===== src/rtl/automatic_washing_machine.sv =====
// rtl/automatic_washing_machine.sv - washing machine program sequencer (optional PAUSE_EN: start=0 freezes the program)
// Outputs are decoded from registered state only, so reset clears them asynchronously.
module automatic_washing_machine #(
  parameter int RINSE_CYCLES = 1
) (
  input  logic clk,
  input  logic reset,
  input  logic door_close,
  input  logic start,
  input  logic filled,
  input  logic detergent_added,
  input  logic cycle_timeout,
  input  logic drained,
  input  logic spin_timeout,
  output logic door_lock,
  output logic motor_on,
  output logic fill_value_on,
  output logic drain_value_on,
  output logic done,
  output logic soap_wash,
  output logic water_wash
);

  typedef enum logic [2:0] {
    S_IDLE, S_FILL, S_ADD_DET, S_CYCLE, S_DRAIN, S_SPIN, S_DONE
  } state_t;

  localparam logic [2:0] RINSE_MAX = 3'(RINSE_CYCLES);

  state_t     state_q, state_d;
  logic       soap_q, soap_d;
  logic       water_q, water_d;
  logic [2:0] rinse_q, rinse_d;
  logic       paused_q, paused_d;
  logic       hold;

`ifdef PAUSE_EN
  assign hold = !start && (state_q inside {S_FILL, S_ADD_DET, S_CYCLE, S_DRAIN, S_SPIN});
`else
  assign hold = 1'b0;
`endif

  always_ff @(posedge clk or posedge reset) begin
    if (reset) begin
      state_q  <= S_IDLE;
      soap_q   <= 1'b0;
      water_q  <= 1'b0;
      rinse_q  <= 3'd0;
      paused_q <= 1'b0;
    end else begin
      state_q  <= state_d;
      soap_q   <= soap_d;
      water_q  <= water_d;
      rinse_q  <= rinse_d;
      paused_q <= paused_d;
    end
  end

  always_comb begin
    state_d  = state_q;
    soap_d   = soap_q;
    water_d  = water_q;
    rinse_d  = rinse_q;
    paused_d = hold;
    if (!hold) begin
      case (state_q)
        S_IDLE:    if (start && door_close) state_d = S_FILL;
        S_FILL:    if (filled) state_d = water_q ? S_CYCLE : S_ADD_DET;
        S_ADD_DET: if (detergent_added) begin
          state_d = S_CYCLE;
          soap_d  = 1'b1;
        end
        S_CYCLE:   if (cycle_timeout) state_d = S_DRAIN;
        S_DRAIN:   if (drained) begin
          // Leaving any drain ends the soap pass; every later pass is water-only.
          soap_d  = 1'b0;
          water_d = 1'b1;
          if (rinse_q < RINSE_MAX) begin
            state_d = S_FILL;
            rinse_d = rinse_q + 3'd1;
          end else begin
            state_d = S_SPIN;
          end
        end
        S_SPIN:    if (spin_timeout) begin
          state_d = S_DONE;
          soap_d  = 1'b0;
          water_d = 1'b0;
          rinse_d = 3'd0;
        end
        S_DONE:    if (!start) state_d = S_IDLE;
        default:   state_d = S_IDLE;
      endcase
    end
  end

  always_comb begin
    door_lock      = 1'b0;
    motor_on       = 1'b0;
    fill_value_on  = 1'b0;
    drain_value_on = 1'b0;
    done           = 1'b0;
    case (state_q)
      S_FILL:    begin door_lock = 1'b1; fill_value_on = 1'b1; end
      S_ADD_DET: door_lock = 1'b1;
      S_CYCLE:   begin door_lock = 1'b1; motor_on = 1'b1; end
      S_DRAIN:   begin door_lock = 1'b1; drain_value_on = 1'b1; end
      S_SPIN:    begin door_lock = 1'b1; motor_on = 1'b1; drain_value_on = 1'b1; end
      S_DONE:    done = 1'b1;
      default:   ;
    endcase
    if (paused_q) begin
      motor_on       = 1'b0;
      fill_value_on  = 1'b0;
      drain_value_on = 1'b0;
    end
  end

  assign soap_wash  = soap_q;
  assign water_wash = water_q;

endmodule


===== config.mk =====
export PLATFORM = sky130hd
export DESIGN_NAME = automatic_washing_machine
export DESIGN_NICKNAME = d
export VERILOG_FILES = /design/src/rtl/automatic_washing_machine.sv
export SDC_FILE = /design/constraint.sdc
export NUM_CORES = 1
export LEC_CHECK = 0
export CAP_MARGIN = 10
export CORE_AREA = 5 5 42 44
export CTS_BUF_LIST = sky130_fd_sc_hd__clkbuf_8
export CTS_CLUSTER_DIAMETER = 80
export DETAILED_ROUTE_END_ITERATION = 16
export DIE_AREA = 0 0 47 49
export PLACE_DENSITY = 0.71
export SYNTH_ARGS = -nofsm -noshare
export SYNTH_HDL_FRONTEND = slang
export SYNTH_SLANG_ARGS = --single-unit

===== constraint.sdc =====
create_clock -name clk -period 2.79 [get_ports clk]
set_clock_uncertainty 0.15 [all_clocks]
set_input_delay 0.558 -clock clk [delete_from_list [all_inputs] [get_ports clk]]
set_output_delay 0.558 -clock clk [all_outputs]
set_load 0.01 [all_outputs]

After elaboration in Yosys (flattened, before gate mapping):

Index checks and enable logic that the tools add are counted.
W data, S select, Z words.

* register bits: 8
* bits in latches: 0
* bits in writable memories: 0
* bits in read-only memories: 0
* input bits: 9
* output and inout bits: 7
* logic and storage cells: 56
* memories: 0

* add/sub/neg operators: 1
* $mul: 0
* div/mod/pow operators: 0
* magnitude comparators: 1
* eq/ne operators: 14
* shifts and indexed selects: 0
* mux-type cells: 25
* bitwise logic cells: 0
* reductions and logical operators: 11

Operator list (number)
* $mux W3: 11
* $pmux W3 S7: 1
* $ne A2 B2 Y1 const B: 8
* $mux W1: 10
* $eq A3 B3 Y1 const B: 3
* $reduce_and A4 Y1: 2
* $reduce_and A7 Y1: 1
* $eq A3 B2 Y1 const B: 2
* $pmux W3 S2: 1
* $reduce_or A5 Y1: 1
* $reduce_or A2 Y1: 2
* $add A3 B1 Y3 const B: 1
* $eq A3 B1 Y1 const B: 1
* $logic_not A3 Y1: 1
* $lt A3 B1 Y1 const B: 1
* $pmux W1 S3: 1
* $reduce_and A3 Y1: 1
* $reduce_bool A3 Y1: 1
* $pmux W1 S2: 1
* $reduce_bool A2 Y1: 1
* $logic_and A1 B1 Y1: 1

Longest topological paths before layout:

Gate-level depths: netlist (run 1).

* depth after elaboration: 4
* mapped depth: 5
* gate-level depth less buffers: 4

Worst setup path after synthesis (run 1):

OpenSTA, ideal clock, no wires.

* path type: register to output
* from: reg state_q[2]
* to: out motor_on
* arrival time: 0.869 ns
* setup slack: 1.213 ns
* cell stages (with the launch flop): 4
* path buffers: 1
* cell sequence: dfrtp_1 > nor2b_2 > buf_6 > o21a_1

* cells in the longest elaborated chain, start to end: 3
* elaborated cells between the ends (all ways): 4
* those cells by class: eq/ne (2); mux (1); reduce/logical (1)

Ends and longest elaborated chain
* from (decl): RTL line 30 `state_t state_q, state_d;`
* from (signal assigned): RTL line 51 `state_q <= state_d;`
* $eq A3 B3 Y1 / $eq A3 B2 Y1 (equally long branches): RTL line 103 `case (state_q)`
* $reduce_or A2 Y1 (no line) (*)
* $mux W1 (*): RTL line 103
* to (decl): RTL line 16 `output logic motor_on,`

Mark *: on every way between the ends. The rest lies on a longest branch, timed or not.

Final worst setup path (run 1):

* from: reg state_q[1]
* to: out motor_on

Same word-level chain as after synthesis.

==> impl_summary.md, run 1 <==
Outcome
The flow ran to the end, and the final reports show no timing, DRC or antenna violations.

Critical path
The startpoint of the lowest-slack register-to-register path is state_q[0]. Counting cells, the worst reg-to-reg path comes to 4. The setup slack of the most critical reg-to-reg path is 1.23 ns. Data on the critical path is required at its endpoint by 2.08 ns.

The worst-path maximum fanout is 13. The worst setup path is launched from a flop. The cell family contributing the most delay on the critical path is buffers and inverters. The worst setup path startpoint is state_q[1].

The largest single stage delay on the critical path is 0.54 ns. The classification of the worst setup path is reg2out. STA puts the critical path data arrival time at 1.79 ns. For this design, the slowest cell found on the critical path is sky130_fd_sc_hd__clkdlybuf4s50_1. The endpoint identified for the worst register-to-register timing path is state_q[2]. Together, buffers and inverters on the worst path number 1.

The signal on the critical path passes through nor2b_2 -> o21a_1 -> clkdlybuf4s50_1. The element type at the critical path end is an output port.

Yosys
In the synthesized netlist the dominant register cell turns out to be sky130_fd_sc_hd__dfrtp_1. The cell accounting for the most synthesized area is sky130_fd_sc_hd__dfrtp_1. The most common cell in the synthesized netlist is sky130_fd_sc_hd__a21oi_1. The area of the mapped netlist is 553 um^2. Ranked by total cell area, the synthesized netlist is headed by sky130_fd_sc_hd__dfrtp_1 36%, sky130_fd_sc_hd__a21oi_1 8.1%, sky130_fd_sc_hd__nand2_1 4.8%.

Summed over its instances, the top area cell type makes up 36.2% of the synthesized netlist area. Yosys printed 0 warnings. The commonest cells after synthesis are 9 x sky130_fd_sc_hd__a21oi_1, 8 x sky130_fd_sc_hd__dfrtp_1, 7 x sky130_fd_sc_hd__nand2_1, 7 x sky130_fd_sc_hd__nor2_1. The number of nets in the synthesized netlist is 76. The count of flip-flops with a built-in enable after synthesis is 0.

The share of flip-flops with an asynchronous set or reset is 100%. Averaged over all synthesized cells, the footprint is 8.38 um^2. The flop and latch count out of synthesis is 8. Counting every instance in the synthesized netlist gives 66. The synthesized netlist contains 28 unique library cells. The sequential cell area fraction in the yosys report is 36.2%.

Drt
After detailed routing, the average wire length per cell comes to 12.8 um. Once detail routing completed, the nets flagged for antenna violations numbered 0. The detailed router finished its first iteration with 15 violations.

The post-detailed-route via-to-cell ratio is 5.45. The routed wire length is 1250 um. The first detailed-routing pass ran for 5 iterations. In the routed design, unresolved DRC markers number 0. The total via count in the routed design is 529.

Die
The area of the die is 2300 um^2. The core region is 1400 um^2. The die is 47 um wide. The starting utilization of the core area is 39.5%.

The top-level port count is 16. Row generation in the floorplan step produced 14 rows. Measured along the y axis, the die boundary spans 49 um.

Global routing
The number of global-route vias before repair was 449. Global routing used 12.6% of the available tracks across all layers. The global-route wire length before repair is 2030 um. The remaining global-route overflow is 0. The largest net degree at the start of global routing is 14. The initial antenna violation count is 0.

Timing
The hold violation count in the final report is 0. Headroom to the max-slew limit came out at 73.5%. The max-slew violation count is 0. The number of setup violations in the final report is 0. The total negative setup slack is 0 ns. Setup repair after global routing left no endpoint under its margin. The share of the clock period used by the worst path after layout is 89.6%.

The final period demand of the worst path is 2.50 ns. The worst hold margin is 0.372 ns. For the pin with the worst max-slew slack, the measured transition is 0.398 ns. The peak clock frequency supported by timing is 0.400 GHz.

Clock network
After clock tree synthesis, the flow added hold-fix buffers numbering 0. The clock buffer count from CTS is 3. The clock passes through at most 2 buffers. Counting every sink on the clock net gives 8. The root buffer cell chosen for the clock tree is sky130_fd_sc_hd__clkbuf_8. After clock tree synthesis, the repair step resized 0 gates. The number of H-tree levels is 1. The clock latency of the later-clocked register in the worst-skew pair is 0.23 ns. TritonCTS built the clock tree.

The number of setup buffers added after CTS is 0. After clock tree synthesis, the clock-pin slew on the worst setup and hold paths is 0.04 ns.

Worst hold path
The end of the worst hold path is rinse_q[2]. The startpoint identified for the worst hold timing path is rinse_q[2]. The worst hold path belongs to the class reg2reg.

Along the worst hold path, the cell count comes to 2.

Power and ir drop
The maximum vdd ir drop is 0.551 mV. The static leakage power is 0.000319 uW. The power per cell area is 1120 nW/um^2. The overall power consumption is 824 uW.

Placed design
The quantity of I/O buffers inserted on ports is 15. The placed instance area is 696 um^2. The HPWL after detailed placement is 935 um. The final weighted congestion in routability-driven placement is 0.817.

Final layout
The final design instance area without fill is 737 um^2. 0 antenna diodes ended up in the layout. The final layout contains 93 nets. Cells with a size suffix above 1 make up 9.88% of the layout. The area added between synthesis and finish is 33.3%.

Run
Across the run, the number of max-cap violations was 0.
-- state kept, by name, indices dropped and copies added, names as in the netlist --
name        cells
rinse_q         3
soap_wash       1
state_q         3
water_wash      1
-- how the worst max path moves through the flow --
stage,end,depth (start not counted)
6_report,motor_on,3
5_1_grt,motor_on,3
4_1_cts,motor_on,3
3_5_place_dp,motor_on,3
3_3_place_gp,motor_on,3
2_1_floorplan,motor_on,3
-- kinds of logic after synthesis --
group	share of synthesized area, %
and+or+nand+nor	24.2
AOI/OAI and AO/OA	25.3
DFF	36.2
buffers and inverters	8.37
muxes	3.62
adders and majority gates	2.26
-- metrics by stage --
step,util [%],std cells,worst slack [ns]
finish,52.6,97,0.289
global route,52.6,97,0.178
CTS,52.6,97,0.284
detailed placement,49.6,94,0.529
global placement,49.6,94,0.578
floorplan,-,66,1.21
-- worst register-to-register path, cell delays in order (launching register included) --
cell	delay, ns
sky130_fd_sc_hd__dfrtp_1	0.58
sky130_fd_sc_hd__mux2i_1	0.36
sky130_fd_sc_hd__nor2b_2	0.09
sky130_fd_sc_hd__o22ai_1	0.15
sky130_fd_sc_hd__a22o_1	0.18
-- layer usage --
layer | wire (um) | vias up | GRT usage (%) | part of all wire [%]
li1 | - | 268 | - | -
met1 | 539 | 245 | 16.2 | 43
met2 | 578 | 12 | 16.1 | 46
met3 | 79 | 4 | 5.17 | 6.3
met4 | 47 | 0 | 9.68 | 3.8
met5 | 0 | - | 0 | 0
-- cell type report --
type / instances / area (um^2)
Clock buffer: 3 / 41.3
Multi-Input combinational cell: 52 / 307
Tap cell: 16 / 20.0
Timing Repair Buffer: 17 / 165
Fill cell: 125 / 664
Inverter: 1 / 3.75
Sequential cell: 8 / 200
-- power by group --
part | internal (uW) | leakage, uW | switching, uW
Clock | 93.8 | 0.0000216 | 49.7
Combinational | 239 | 0.000203 | 201
Sequential | 166 | 0.0000947 | 74.5
Total | 498 | 0.000319 | 325
-- placed cells by master, fill, tap and decap left out, drive strengths merged --
master,n
a32oi,1
dfrtp,8
nand2,7
inv,1
nor3,2
or2b,1
clkbuf,3
o32a,1
clkdlybuf4s50,15
and3,1
o21ai,4
o21a,2
a22o,1
and2,2
a21oi,9
a21o,1
ha,1
nand3b,1
nor2,8
a31oi,3
and2b,1
nand2b,1
mux2i,2
o22ai,1
buf,2
nor2b,2
(Power assumes the default switching activity.)
==> run 2: changes to the inputs <==
--- a/config.mk
+++ b/config.mk
@@ -11,7 +11,7 @@
 export CTS_CLUSTER_DIAMETER = 80
 export DETAILED_ROUTE_END_ITERATION = 16
 export DIE_AREA = 0 0 47 49
-export PLACE_DENSITY = 0.71
+export DONT_BUFFER_PORTS = 1
 export SYNTH_ARGS = -nofsm -noshare
 export SYNTH_HDL_FRONTEND = slang
 export SYNTH_SLANG_ARGS = --single-unit
==> run 2 against run 1 <==
Clock-buffer cell count unchanged. First-iteration DRC count decreased by 53%. Combinational power decreased by 36%. Final cell count decreased by 18%. Total power decreased by 16%. Sequential cell count unchanged. Critical endpoint unchanged. Largest power group is now registers.
==> impl_summary.md, run 2 (synthesis gave the netlist of run 1 again) <==
Global routing
The remaining global-route overflow is 0 (unchanged). After global routing, the most crowded layer is met2. The combined global-route utilization of all metal layers is 11.2% (-1.4 points). The number of global-route vias before repair is 399 (-11%). The initial antenna violation count was 0 (unchanged).

The routing usage on met2 was 16.1% (unchanged). The largest net degree at the start of global routing is 20 (+6). The met1 usage in global routing is 14.9% (-1.4 points).

The routing usage on met3 came to 5.54% (+0.37 points). The global-route wire length before repair was 1930 um (-4.7%).

Critical path
The startpoint identified for the worst register-to-register timing path is state_q[2]. The setup slack of the most critical reg-to-reg path is 1.10 ns (-0.13 ns). The data required time of the critical path was 2.08 ns (about the same).

The depth of the worst register-to-register path came to 4 (unchanged). The classification of the worst setup path is reg2out. The startpoint type of the worst setup path is a flop.

The dominant delay contributor by cell family on the critical path is flip-flops. The standard cell with the maximum stage delay on the critical path is sky130_fd_sc_hd__dfrtp_1. The data arrival at the endpoint of the critical path came to 1.51 ns (-0.28 ns). The endpoint of the worst register-to-register path is rinse_q[2]. The worst setup path is captured at an output port. The signal on the critical path passes through nor2b_2 -> o21a_1. The worst stage delay on the critical path was 0.58 ns (+0.04 ns). The count of buffer and inverter cells on the critical path is 0 (-1).

The worst-path maximum fanout was 14 (+1).

Power and ir drop
The power per cell area is 1220 nW/um^2 (+8.8%). The static leakage power is 0.000252 uW (-21%). The power share of the sequential group is 40.5% (+11 points). The switching power is 299 uW (-8.0%).

The share of power burned in combinational logic is 40.5% (-13 points). The switching fraction of total power is 43.0% (+3.5 points). The clock network fraction of design power is 19.1% (+1.7 points). The design internal power came to 396 uW (-21%). The maximum vdd ir drop is 0.502 mV (-8.9%).

Final layout
The count of filler cells inserted in the layout came to 149 (+19%). The commonest non-fill, non-tap cell in the layout is sky130_fd_sc_hd__a21oi_1. The number of nets at the end of the flow is 76 (-18%). The final standard cell count with taps included and fillers excluded came to 80 (-18%). The top cell types in the final layout, fill and taps aside, are 9 x sky130_fd_sc_hd__a21oi_1, 8 x sky130_fd_sc_hd__dfrtp_1, 7 x sky130_fd_sc_hd__nand2_1, 7 x sky130_fd_sc_hd__nor2_1. The count of antenna diodes in the layout came to 0 (unchanged). The largest registers in the layout are rinse_q x3, state_q x3.

The final design instance area without fill came to 572 um^2 (-22%). The area growth from synthesis to layout is 3.39%. The fraction of layout instances using a drive strength above 1 is 9.38% (-0.50 points).

Drt
The initial detailed-routing violation count is 7 (-8). The antenna violation net count after detailed routing came to 0 (unchanged). The total via count in the routed design is 450 (-15%). The number of iterations in the first detailed-routing pass is 4 (-1). The DRC violation count after routing was 0 (unchanged). The final routed wire length divided by cell count is 14.1 um (+9.9%). The routed wire length is 1130 um (-9.4%). The post-detailed-route via-to-cell ratio is 5.63 (+3.1%).

Die
The height of the chip is 49 um (unchanged). The die span in x came to 47 um (unchanged). The standard cell core area is 1400 um^2 (unchanged). The top-level port count came to 16 (unchanged). The starting utilization of the core area was 39.5% (unchanged). The site row count is 14 (unchanged). The area of the die is 2300 um^2 (unchanged).

Clock network
The clock latency of the later-clocked register in the worst-skew pair came to 0.22 ns (about the same). The clock buffer count from CTS is 3 (unchanged). The number of gates given a new drive strength after cts is 0 (unchanged). The number of buffers inserted for hold repair after clock tree synthesis came to 0 (unchanged).

The total number of clock tree sinks was 8 (unchanged). The number of buffers on the longest clock path was 2 (unchanged). The number of H-tree levels is 1 (unchanged). TritonCTS built the clock tree. The tree is rooted in a sky130_fd_sc_hd__clkbuf_8. The clock transition at the registers of the reported paths is 0.04 ns (about the same). The buffer count from post-CTS setup fixing came to 0 (unchanged).

Placed design
The final weighted congestion in routability-driven placement was 0.794 (-2.8%). The placed instance area came to 531 um^2 (-24%). The placed instance count came to 77 (-18%). The quantity of I/O buffers inserted on ports is 0 (-15). The HPWL after detailed placement is 879 um (-5.9%).

Timing
The final period demand of the worst path is 2.22 ns (-0.284 ns). The worst-margin pin slew is 0.545 ns (+0.148 ns). The number of setup violations in the final report was 0 (unchanged).

The share of the clock period used by the worst path after layout is 79.5% (-10 points). The hold violation count in the final report is 0 (unchanged). Setup repair after global routing left no endpoint under its margin. The total negative setup slack is 0 ns (unchanged). The tightest slew margin relative to the limit is 63.6% (-9.8 points).

The peak clock frequency supported by timing is 0.451 GHz (+13%). The max-slew violation count came to 0 (unchanged).

Worst hold path
The min-delay analysis places its worst path in the category in2async.

Run
The number of violations of the max-capacitance limit is 0 (unchanged).

Outcome
The flow ran to the end, and the final reports show no timing, DRC or antenna violations.
-- run 2: cell types whose count changed in the layout (fill, tap and decap cells not counted) --
cell,previous run,this run
sky130_fd_sc_hd__buf_4,2,0
sky130_fd_sc_hd__clkdlybuf4s50_1,15,0
-- run 2: worst register-to-register path, cell delays in order (launching register included) --
cell and delay (ns):
sky130_fd_sc_hd__dfrtp_1 0.58, sky130_fd_sc_hd__nor2b_2 0.47, sky130_fd_sc_hd__and3_1 0.25, sky130_fd_sc_hd__a21oi_1 0.07, sky130_fd_sc_hd__o21ai_1 0.10
-- run 2: cell type report --
type	instances	area [um^2]	area share [%]
inverter	1	3.75	0.656
tap	16	20.0	3.50
clock buffer	3	41.3	7.22
sequential	8	200	35.0
multi-input combinational	52	307	53.6
-- run 2: through the flow --
| step | total power [uW] | setup slack, ns | utilization [%] | hold slack (ns) |
|---|---|---|---|---|
| finish | 695 | 0.573 | 40.8 | 0.0201 |
| global route | 771 | 0.464 | 40.8 | 0.0422 |
| CTS | 702 | 0.571 | 40.8 | 0.0308 |
| detailed placement | 563 | 0.809 | 37.9 | 0.267 |
| global placement | 563 | 0.843 | 37.9 | 0.261 |
| floorplan | 553 | 1.21 | - | 0.224 |
-- run 2: power by group through the flow --
stage	clock network, uW	logic, uW	registers [uW]
3_5_place_dp	0	281	282
6_report	133	281	281
4_1_cts	137	285	280
2_1_floorplan	0	347	206
5_1_grt	142	331	297
3_3_place_gp	0	284	279
-- run 2: worst max path at each step --
stage	from	endpoint	depth (start not counted)
2_1_floorplan	state_q[2]	motor_on	3
3_3_place_gp	state_q[2]	motor_on	2
3_5_place_dp	state_q[2]	motor_on	2
4_1_cts	state_q[2]	motor_on	2
5_1_grt	state_q[2]	motor_on	2
6_report	state_q[2]	motor_on	2
-- run 2: per-layer routing --
layer,vias up,share of wire (%)
li1,230,-
met1,210,43
met2,8,49
met3,2,6.7
met4,0,0.53
met5,-,0
==> run 3: changes to the inputs <==
==> constraint.sdc (replaced) <==
create_clock -name clk -period 1.8 [get_ports clk]
set_clock_uncertainty 0.15 [all_clocks]
set_input_delay 0.36 -clock clk [delete_from_list [all_inputs] [get_ports clk]]
set_output_delay 0.36 -clock clk [all_outputs]
set_load 0.01 [all_outputs]
==> run 3 against run 2 <==
Clock power rose by 66%. Setup slack got worse by 0.47 ns. Non-clock buffer count rose by 5. Wire length rose by 13%. Register-to-register slack got worse by 0.80 ns. Sequential power rose by 47%. Global-route usage rose by 1.6 points. Utilization rose by 3.0 points. Sequential share of layout area fell by 2.0 points. Largest power group is now combinational cells.
==> impl_summary.md, run 3 (synthesis gave the netlist of run 1 again) <==
Outcome
The flow ran to the end, and the final reports show no timing, DRC or antenna violations.

Global routing
The number of global-route vias before repair is 457 (+15%). The combined global-route utilization of all metal layers is 12.8% (+1.6 points). The remaining global-route overflow is 0 (unchanged). The largest net degree at the start of global routing came to 17 (-15%). The global-route wire length before repair came to 2150 um (+11%). The initial antenna violation count is 0 (unchanged).

Drt
The total via count in the routed design is 479 (+6.4%). The antenna violation net count after detailed routing came to 0 (unchanged). The initial detailed-routing violation count is 10 (+3).

The post-detailed-route via-to-cell ratio is 5.64 (+0.18%). The number of iterations in the first detailed-routing pass was 4 (unchanged). The final routed wire length divided by cell count is 15.1 um (+6.8%). The DRC violation count after routing came to 0 (unchanged). The routed wire length is 1280 um (+13%).

Clock network
The tree is rooted in a sky130_fd_sc_hd__clkbuf_8. The clock transition at the registers of the reported paths came to 0.04 ns (about the same). The clock buffer count from CTS came to 3 (unchanged). The number of H-tree levels is 1 (unchanged). The number of buffers on the longest clock path is 2 (unchanged). The total number of clock tree sinks is 8 (unchanged). TritonCTS built the clock tree.

The buffer count from post-CTS setup fixing was 0 (unchanged). The clock latency of the later-clocked register in the worst-skew pair is 0.23 ns (about the same).

Critical path
The depth of the worst register-to-register path was 5 (+1). The data required time of the critical path was 1.29 ns (-0.79 ns). The worst setup path is of the reg2out kind. The worst-path maximum fanout is 8 (-6). STA classifies the critical path endpoint as an output port. The endpoint of the worst register-to-register path is state_q[0].

The startpoint identified for the worst register-to-register timing path is state_q[2]. STA classifies the critical path startpoint as a flop. The data arrival at the endpoint of the critical path is 1.19 ns (-0.32 ns).

The setup slack of the most critical reg-to-reg path was 0.30 ns (-0.80 ns).

Placed design
The placed instance count is 81 (+5.2%). The final weighted congestion in routability-driven placement came to 0.768 (-3.3%). The quantity of I/O buffers inserted on ports was 0 (unchanged). The HPWL after detailed placement came to 954 um (+8.5%).

Die
The starting utilization of the core area was 39.5% (unchanged). The site row count is 14 (unchanged). The standard cell core area came to 1400 um^2 (unchanged). The top-level port count is 16 (unchanged).

The height of the chip is 49 um (unchanged). The area of the die came to 2300 um^2 (unchanged). The die span in x came to 47 um (unchanged).

Run
The number of violations of the max-capacitance limit is 0 (unchanged).

Final layout
The utilization after layout is 43.8% (+3.0 points). The largest registers in the layout are rinse_q x3, state_q x3. The count of antenna diodes in the layout is 0 (unchanged). Compared with the post-synthesis result, the final layout area differs by 11.1%.

The library cell used most frequently in the layout, excluding fill and tap cells, is sky130_fd_sc_hd__a21oi_1. The final standard cell count with taps included and fillers excluded came to 85 (+6.3%). In the layout the commonest cells are 9 x sky130_fd_sc_hd__a21oi_1, 7 x sky130_fd_sc_hd__nand2_1, 7 x sky130_fd_sc_hd__nor2_1, 6 x sky130_fd_sc_hd__dfrtp_1, 4 x sky130_fd_sc_hd__buf_4. The fraction of layout instances using a drive strength above 1 came to 17.4% (+8.0 points).

The number of nets at the end of the flow is 81 (+6.6%).

Timing
Setup repair after global routing left no endpoint under its margin. The number of setup violations in the final report came to 0 (unchanged). The max-slew violation count came to 0 (unchanged). Of the available clock period, the critical path in the final layout requires 94.5%. After layout, the minimum clock period comes to 1.70 ns.

The tightest slew margin relative to the limit is 77.5% (+14 points). Derived from the worst setup path, the maximum achievable clock frequency is 0.588 GHz. The total negative setup slack is 0 ns (unchanged). The hold violation count in the final report is 0 (unchanged).

The worst-margin pin slew is 0.337 ns (-0.208 ns).

Worst hold path
The path with the worst hold slack has its endpoint at rinse_q[1]. The worst hold path belongs to the class in2reg. Along the worst hold path, the cell count comes to 1. The hold path startpoint is spin_timeout.

Power and ir drop
The power per cell area was 1890 nW/um^2 (+55%). The maximum vdd ir drop is 0.989 mV (+97%). The static leakage power is 0.000275 uW (+9.0%). The overall power consumption is 1160 uW (+67%).
run 3: cell count changes in the layout (fill, tap and decap cells not counted):
cell | previous run | this run
sky130_fd_sc_hd__buf_4 | 0 | 4
sky130_fd_sc_hd__dfrtp_1 | 8 | 6
sky130_fd_sc_hd__dfrtp_2 | 0 | 2
sky130_fd_sc_hd__dlygate4sd3_1 | 0 | 1
run 3: per-stage QoR:
step	setup WS (ns)	hold slack, ns	instance area (um^2)
3_3_place_gp	0.274	0.0682	561
3_5_place_dp	0.229	0.0824	561
4_1_cts	0.0680	0.0957	612
5_1_grt	0.0191	0.0931	614
6_report	0.0992	0.0981	614
2_1_floorplan	0.421	0.0257	553
run 3: area by class of cell:
cell class	count	area (um^2)
fillers	148	787
well taps	16	20.0
clock buffers	3	41.3
inverters	1	3.75
multi-input cells	52	307
flip-flops and latches	8	203
repair buffers	5	40.0
run 3: worst max-delay path by stage:
stage	start	to	slack [ns]	depth (start not counted)
after detailed placement	state_q[0]	state_q[2]	0.23	4
after CTS	state_q[1]	motor_on	0.07	2
after global routing	state_q[2]	fill_value_on	0.02	3
after global placement	state_q[1]	state_q[0]	0.27	5
after floorplan	state_q[2]	motor_on	0.42	3
final	state_q[2]	fill_value_on	0.1	3
run 3: power by group:
group | total, uW | switching (uW) | internal (uW)
combinational | 526 | 269 | 257
clock | 221 | 75.8 | 145
sequential | 414 | 152 | 262
run 3: what timing repair did:
| item | 4_1_cts | 5_1_grt |
|---|---|---|
| resized for setup | 0 | 2 |
| endpoints found under the setup margin | 0 | 2 |
| endpoints found under the hold margin | 8 | 0 |
| hold buffers | 1 | 0 |
run 3: worst max-delay path, stage by stage, from the launching register on:
cell and delay, ns:
sky130_fd_sc_hd__dfrtp_1 0.45, sky130_fd_sc_hd__buf_4 0.20, sky130_fd_sc_hd__nor2_2 0.12, sky130_fd_sc_hd__and2_1 0.20
run 3: per-layer routing:
metal	up-vias	track usage, %	share of wire, %
li1	241	-	-
met1	215	17.8	43
met2	18	17.2	48
met3	5	2.95	6.5
met4	0	8.29	2.7
met5	-	0	0
